==> src/rtl/ps2_host_tx.sv <==
// PS/2 host-to-device transmitter: inhibits the bus, issues request-to-send,
// shifts a byte plus odd parity on device clock falling edges and checks the ack.
module ps2_host_tx #(
    parameter int unsigned FREQ_HZ = 40_000_000
) (
    input  logic       clk_cpu,
    input  logic       reset_n_i,
    input  logic [7:0] data_i,
    input  logic       valid_i,
    output logic       ready_o,
    output logic       done_o,
    output logic       err_o,
    output logic [1:0] err_code_o,
    input  logic       ps2_clk_i,
    output logic       ps2_clk_oe_o,
    input  logic       ps2_data_i,
    output logic       ps2_data_oe_o
);

    localparam int unsigned INHIBIT_CYC = FREQ_HZ / 10_000;
    localparam int unsigned TIMEOUT_CYC = FREQ_HZ * 15 / 1000;
    localparam int unsigned CNT_W       = $clog2(TIMEOUT_CYC);
    localparam logic [CNT_W-1:0] INH_LAST = CNT_W'(INHIBIT_CYC - 1);
    localparam logic [CNT_W-1:0] TO_LAST  = CNT_W'(TIMEOUT_CYC - 1);

    typedef enum logic [2:0] {
        IDLE,
        INHIBIT,
        RTS,
        SEND,
        ACK,
        RELEASE
    } state_t;

    state_t           state, state_next;
    logic             clk_s1, clk_s2, clk_prev, dat_s1, dat_s2;
    logic             clk_fall, timeout, accept, in_frame;
    logic [CNT_W-1:0] cnt;
    logic [3:0]       bit_idx;
    logic [8:0]       frame;
    logic             clk_oe_d, data_oe_d, done_d, err_d, ready_d;

    // Synchronizers reset to the idle-high bus level so reset release cannot fake a falling edge.
    always_ff @(posedge clk_cpu or negedge reset_n_i) begin
        if (!reset_n_i) begin
            clk_s1   <= 1'b1;
            clk_s2   <= 1'b1;
            clk_prev <= 1'b1;
            dat_s1   <= 1'b1;
            dat_s2   <= 1'b1;
        end else begin
            clk_s1   <= ps2_clk_i;
            clk_s2   <= clk_s1;
            clk_prev <= clk_s2;
            dat_s1   <= ps2_data_i;
            dat_s2   <= dat_s1;
        end
    end

    assign clk_fall = clk_prev & ~clk_s2;
    assign in_frame = (state == SEND) || (state == ACK) || (state == RELEASE);
    assign timeout  = in_frame && (cnt == TO_LAST);
    assign accept   = (state == IDLE) && ready_o && valid_i;

    // State and registered outputs; outputs are computed from the next state so they never glitch.
    always_ff @(posedge clk_cpu or negedge reset_n_i) begin
        if (!reset_n_i) begin
            state         <= IDLE;
            ps2_clk_oe_o  <= 1'b0;
            ps2_data_oe_o <= 1'b0;
            done_o        <= 1'b0;
            err_o         <= 1'b0;
            ready_o       <= 1'b1;
        end else begin
            state         <= state_next;
            ps2_clk_oe_o  <= clk_oe_d;
            ps2_data_oe_o <= data_oe_d;
            done_o        <= done_d;
            err_o         <= err_d;
            ready_o       <= ready_d;
        end
    end

    always_comb begin
        state_next = state;
        case (state)
            IDLE:    if (accept) state_next = INHIBIT;
            INHIBIT: if (cnt == INH_LAST) state_next = RTS;
            RTS:     state_next = SEND;
            SEND: begin
                if (timeout)                             state_next = IDLE;
                else if (clk_fall && (bit_idx == 4'd9))  state_next = ACK;
            end
            ACK: begin
                if (timeout)       state_next = IDLE;
                else if (clk_fall) state_next = dat_s2 ? IDLE : RELEASE;
            end
            RELEASE: begin
                if (timeout || (clk_s2 && dat_s2)) state_next = IDLE;
            end
            default: state_next = IDLE;
        endcase
    end

    always_comb begin
        clk_oe_d  = (state_next == INHIBIT) || (state_next == RTS);
        data_oe_d = 1'b0;
        case (state_next)
            RTS: data_oe_d = 1'b1;
            SEND: begin
                if (state != SEND)  data_oe_d = 1'b1;
                else if (clk_fall)  data_oe_d = ~frame[bit_idx];
                else                data_oe_d = ps2_data_oe_o;
            end
            default: data_oe_d = 1'b0;
        endcase
        done_d  = (state == RELEASE) && !timeout && clk_s2 && dat_s2;
        err_d   = timeout || ((state == ACK) && clk_fall && dat_s2);
        // Ready is held low during a result pulse so the following cycle is always ready.
        ready_d = (state_next == IDLE) && !done_d && !err_d;
    end

    // Shared counter: inhibit length, then frame timeout running from SEND entry to the end.
    always_ff @(posedge clk_cpu or negedge reset_n_i) begin
        if (!reset_n_i) begin
            cnt        <= '0;
            bit_idx    <= '0;
            frame      <= '0;
            err_code_o <= '0;
        end else begin
            case (state)
                IDLE, RTS: cnt <= '0;
                INHIBIT:   cnt <= (cnt == INH_LAST) ? '0 : cnt + 1'b1;
                default:   cnt <= cnt + 1'b1;
            endcase

            if (state == RTS)
                bit_idx <= '0;
            else if ((state == SEND) && clk_fall && !timeout)
                bit_idx <= bit_idx + 1'b1;

            if (accept) begin
                frame      <= {~^data_i, data_i};
                err_code_o <= '0;
            end else if (timeout) begin
                err_code_o <= 2'b01;
            end else if ((state == ACK) && clk_fall && dat_s2) begin
                err_code_o <= 2'b10;
            end
        end
    end

endmodule

==> config.mk <==
export PLATFORM = sky130hd
export DESIGN_NAME = ps2_host_tx
export DESIGN_NICKNAME = d
export VERILOG_FILES = /design/src/rtl/ps2_host_tx.sv
export SDC_FILE = /design/constraint.sdc
export NUM_CORES = 1
export LEC_CHECK = 0
export BUFFER_PORTS_ARGS = -buffer_cell sky130_fd_sc_hd__buf_2
export CAP_MARGIN = 20
export CORE_ASPECT_RATIO = 0.8
export CORE_MARGIN = 5
export CORE_UTILIZATION = 59
export CTS_CLUSTER_DIAMETER = 40
export CTS_CLUSTER_SIZE = 28
export DETAILED_ROUTE_END_ITERATION = 6
export PLACE_DENSITY = 0.76
export REMOVE_ABC_BUFFERS = 1
export SYNTH_ARGS = -nofsm -noshare
export SYNTH_HDL_FRONTEND = slang
export SYNTH_SLANG_ARGS = --single-unit
==> constraint.sdc <==
create_clock -name clk_cpu -period 2.54 [get_ports clk_cpu]
set_clock_uncertainty 0.15 [all_clocks]
set_input_delay 0.508 -clock clk_cpu [delete_from_list [all_inputs] [get_ports clk_cpu]]
set_output_delay 0.508 -clock clk_cpu [all_outputs]
set_load 0.02 [all_outputs]
# [After elaboration in Yosys (flattened, before gate mapping)]
# Index checks and enable logic that the tools add are counted.
[word_totals] register_bits=48 elab_cells=83 input_bits=13
[classes] reduce_logical=28 n_mux=21 addsub=2 bitwise=3 magnitude_cmp=1 n_eq_ne=13
[op_table] cell="20-bit case mux with 2 select lines" n=1
[op_table] cell="3-bit two-way mux" n=8
[op_table] cell="20-bit by 1-bit adder with 20-bit output (second input constant)" n=1
[op_table] cell="20-bit by 12-bit == test with 1-bit output (second input constant)" n=1
[op_table] cell="20-bit == test (second input constant)" n=1
[op_table] cell="20-bit two-way mux" n=1
[op_table] cell="3-bit case mux with 6 select lines" n=1
[op_table] cell="1-bit logical AND" n=14
[op_table] cell="3-bit by 2-bit == test with 1-bit output (second input constant)" n=4
[op_table] cell="4-bit two-way mux" n=2
[op_table] cell="8-bit XNOR reduction" n=1
[op_table] cell="3-bit by 1-bit == test with 1-bit output (second input constant)" n=2
[op_table] cell="3-bit == test (second input constant)" n=2
[op_table] cell="3-bit zero test" n=2
[op_table] cell="2-bit two-way mux" n=3
[op_table] cell="1-bit logical OR" n=5
[op_table] cell="4-bit by 5-bit < comparator with 1-bit output (second input constant)" n=1
[op_table] cell="4-bit by 1-bit adder with 4-bit output (second input constant)" n=1
[op_table] cell="1-bit binary-select mux with 4-bit select" n=1
[op_table] cell="4-bit == test (second input constant)" n=1
[op_table] cell="1-bit zero test" n=3
[op_table] cell="1-bit two-way mux" n=3
[op_table] cell="3-bit by 2-bit inequality test with 1-bit output (second input constant)" n=1
[op_table] cell="3-bit inequality test (second input constant)" n=1
[op_table] cell="other kinds (6)" n=7

# [Longest topological paths before layout]
[depth] word_depth=11 ltp_mapped=8

# [Least setup slack after synthesis]
# Ideal clock, no wire load.
[synth_timing] path_type="register to register" start="register cnt[0]" end="register cnt[18]" path_buffers=0 setup_ns=0.077 period_less_slack_ns=2.016 path_stages_with_launch=7 setup_slack_ns=0.524 arrival_ns=1.789 t_required_ns=2.313 path_cell_list="dfrtp_1 -> ha_1 -> and4_4 -> nand4_2 -> or3_1 -> or3_1 -> a21oi_1"
[synth_between] elab_chain_cells=3 elab_cells_between_ends=4 cone_classes="1 x add/sub; 1 x eq/ne; 2 x mux"
[synth_lines] item="start, declared" line_no="38" rtl="logic [CNT_W-1:0] cnt;"
[synth_lines] item="start signal, assigned" line_no="133" rtl="INHIBIT: cnt <= (cnt == INH_LAST) ? '0 : cnt + 1'b1;"
[synth_lines] item="start signal, assigned" line_no="134" rtl="default: cnt <= cnt + 1'b1;"
[synth_lines] item="20-bit by 1-bit adder with 20-bit output / 20-bit by 12-bit == test with 1-bit output (equally long branches)" line_no="133, 134"
[synth_lines] item="20-bit two-way mux" line_no="133"
[synth_lines] item="20-bit case mux with 2 select lines *" line_no="131" rtl="case (state)"
# Every way passes the cells marked *; elsewhere a longest branch is shown, timed or not.
# A chain may end at the register's enable or synchronous reset.

# [Worst setup path after layout]
[layout_timing] start="register cnt[0]" end="register cnt[16]"
# The elaborated chain is that of the path after synthesis.

==> impl_metrics.yaml <==
cts:
  post_cts_buffers: 0
  clock_path_buffers: 2
  cts_inserted_buffers: 5
  cts.repair.resized: 0
  clock_insertion_delay_worst_skew_ns: 0.29
  clk_pin_slew_worst_paths_ns: 0.09
  tritoncts: "built"
  post_cts_hold_buffer_count: 0
  cts.sink_count: 48
  clock_root_buffer: "clkbuf_8"
  htreeDepth: 2
global_route:
  residual_overflow_from_global_routing: 0
  grt_start_max_net_pins: 29
  first_global_vias: 1681
  antenna_found_initial: 0
  grt_pass1_wl_mm: 8.162
  grt_usage_pct: 19.87
worst_setup_path:
  startpoint_type: "flop"
  timing.rr.start: "cnt[0]"
  crit_buf_inv: 1
  cp_data_arrival_time_ns: 2.26
  path_delay_family: "simple AND/OR/NAND/NOR gates"
  regToRegSetupSlack_ns: 0.31
  timing_worst_setup_path_type: "reg2reg"
  rr_endpoint: "cnt[16]"
  crit_chain: "ha_1 -> and4_4 -> nand4_2 -> or3_1 -> a21oi_1 -> buf_4 -> nor2_1"
  type_of_destination_of_the_critical_path: "flop"
  crit_slowest_cell: "dfrtp_1"
  timing.critical_path.slowest_cell_delay_ns: 0.40
  endpoint_required_time_on_the_critical_path_ns: 2.57
  ff2ff_path_depth: 7
  critical_path_peak_fanout: 20
finish:
  layout.nets: 264
  final_layout_size_suffix_gt1_share_pct: 23.69
  layout-area-overhead-vs-synth_pct: 10.07
  antenna-diode-count: 0
  layout.filler_cells: 303
  layout.cells.most_common_list: "dfrtp_1 (42), nor2_1 (30), buf_2 (19)"
  mostFrequentLayoutCell: "dfrtp_1"
  stdcell_count: 304
yosys:
  synth_cell_type_count: 48
  synth-seq-area-share_pct: 50.68
  post_synth_fa_ha_maj_area_fraction_pct: 1.574
  synth_largest_area_cell: "dfrtp_1"
  synth_flop_cell: "dfrtp_1"
  synth-xor-area-share_pct: 8.814
  mappedNetlistArea_sq_um: 2385
  syn-instance-count: 226
  synthTopCellsByArea: "dfrtp_1 (44%), dfstp_2 (6.6%), xnor2_1 (5.5%)"
  main_combinational_cell_family_by_area_after_synthesis: "simple AND/OR/NAND/NOR gates"
  synth-compound-area-share_pct: 8.762
  synth-simple-area-share_pct: 21.83
  muxShareOfSynthArea_pct: 6.034
  share_of_synthesized_registers_carrying_an_async_set_or_reset_pct: 100.0
  synth-edff-count: 0
  yosys.area.top_type_share_pct: 44.07
  yosys_register_bits: 48
  postSynthAreaPerCell_sq_um: 10.55
  synth_warnings: 0
run_status:
  outcome: "finished clean"
timing:
  minimum_period_implied_by_the_final_worst_setup_slack_ns: 2.229
  timing_max_transition_violations_final: 0
  hold_violations: 0
  timing.final.ws_setup_ns: 0.3113
  min_period_over_period_pct: 87.75
  setup-violations-final: 0
  slew-limit-headroom_pct: 68.36
  finalSetupTns_ns: 0
  timing_worst_slew_pin_value_ns: 0.4746
  max_freq_mhz: 448.7
  grt_setup_unrepaired: "no"
floorplan:
  top_level_ports: 20
  core_area_sq_um: 3854
  start_util_pct: 61.88
  floorplan.die.width_um: 81.08
  height_of_the_die_um: 66.87
  die_area_sq_um: 5421
  core.rowCount: 20
detailed_routing:
  via_count: 1707
  routed_wire_length_per_instance_um: 14.82
  drc: 0
  route.antenna.remaining_nets: 0
  detail_route.wirelength_mm: 4.504
  drt-initial-drc-count: 185
  drt_pre_antenna_iters: 5
  drt-vias-per-instance: 5.615
power_and_ir_drop:
  leakagePower_uw: 0.001159
  p_sw_share_pct: 22.26
  power.switching_uw: 282.9
  worst_ir_drop_vdd_v: 0.0004332
  power_frac_comb_pct: 4.2
  p_seq_share_pct: 60.9
  intPower_uw: 988.2
  pwr_density_cell_nw_per_um2: 484.2
  p_clk_share_pct: 34.9
placed_design:
  detailedPlacementHpwl_mm: 3.317
  placement.io_buffers: 19
  placed_cells_incl_taps: 296
  preCtsSetupSlack_ns: 0.3370
  gp_congestion: 0.8306
run:
  maxCapViolCount: 0
hold_path:
  hp-class: "in2async"
## layout make-up
class / count / area [sq um] / area share [%]
Sequential cell: 48 / 1209 / 46.04
Clock inverter: 2 / 12.51 / 0.4766
Tap cell: 55 / 68.82 / 2.622
Inverter: 3 / 11.26 / 0.4290
Multi-Input combinational cell: 168 / 1121 / 42.71
Clock buffer: 6 / 72.57 / 2.765
Timing Repair Buffer: 22 / 130.1 / 4.957
## power by group through the flow
stage / Combinational [uW] / Clock, uW / Sequential [uW]
after global routing: 61.5 / 498 / 774
final: 53.8 / 444 / 774
after detailed placement: 55.1 / 0 / 788
after CTS: 55.4 / 447 / 774
after global placement: 54.6 / 0 / 788
after floorplan: 22.6 / 0 / 788
## metrics by stage
stage / hold WS (ns) / area, sq um / total power [uW] / utilization (%)
after CTS: 0.01455 / 2625 / 1276 / 68.12
after detailed placement: 0.1973 / 2540 / 843.6 / 65.91
final: 0.007731 / 2625 / 1271 / 68.12
after global routing: 0.01845 / 2625 / 1334 / 68.12
after floorplan: 0.06241 / 2341 / 810.4 / -
after global placement: 0.1959 / 2540 / 842.6 / 65.91
## cells by family (layout without fill, tap and decap cells)
| logic type | Yosys count | in the layout |
|---|---|---|
| AO/OA/AOI/OAI | 34 | 34 |
| XOR/XNOR | 24 | 24 |
| adder cells (fa/ha/maj) | 3 | 3 |
| buffers and inverters | 10 | 33 |
| flip-flops | 48 | 48 |
| multiplexers | 12 | 12 |
| AND/OR/NAND/NOR | 95 | 95 |
## registers in the layout, summed over array words and instances (netlist names), 2 cells and up
register    cells
cnt            20
frame           9
bit_idx         4
state           3
err_code_o      2
## Yosys cell counts, drive strengths merged (4+ instances only)
cell	count
or3	7
a21oi	12
nor2	30
mux2	9
dfstp	6
o21ai	9
nand2	17
nand2b	4
xnor2	15
nand4	11
xor2	9
nor3	5
nand3	5
dfrtp	42
buf	4
## worst max path at each step
stage | startpoint | end | cells after the start
floorplan | cnt[0] | cnt[10] | 6
detailed placement | cnt[0] | cnt[11] | 7
CTS | cnt[0] | cnt[18] | 6
global placement | cnt[0] | cnt[3] | 7
finish | cnt[0] | cnt[16] | 7
global route | cnt[0] | cnt[14] | 7
## routing by layer
metal	up-vias	global-route usage [%]	routed length (um)
met1	828	30.18	2289
met5	-	0	0
met4	0	4.008	27
met2	43	27.77	1939
met3	2	6.081	247
li1	834	-	-
Power figures use the tool's default switching activity.
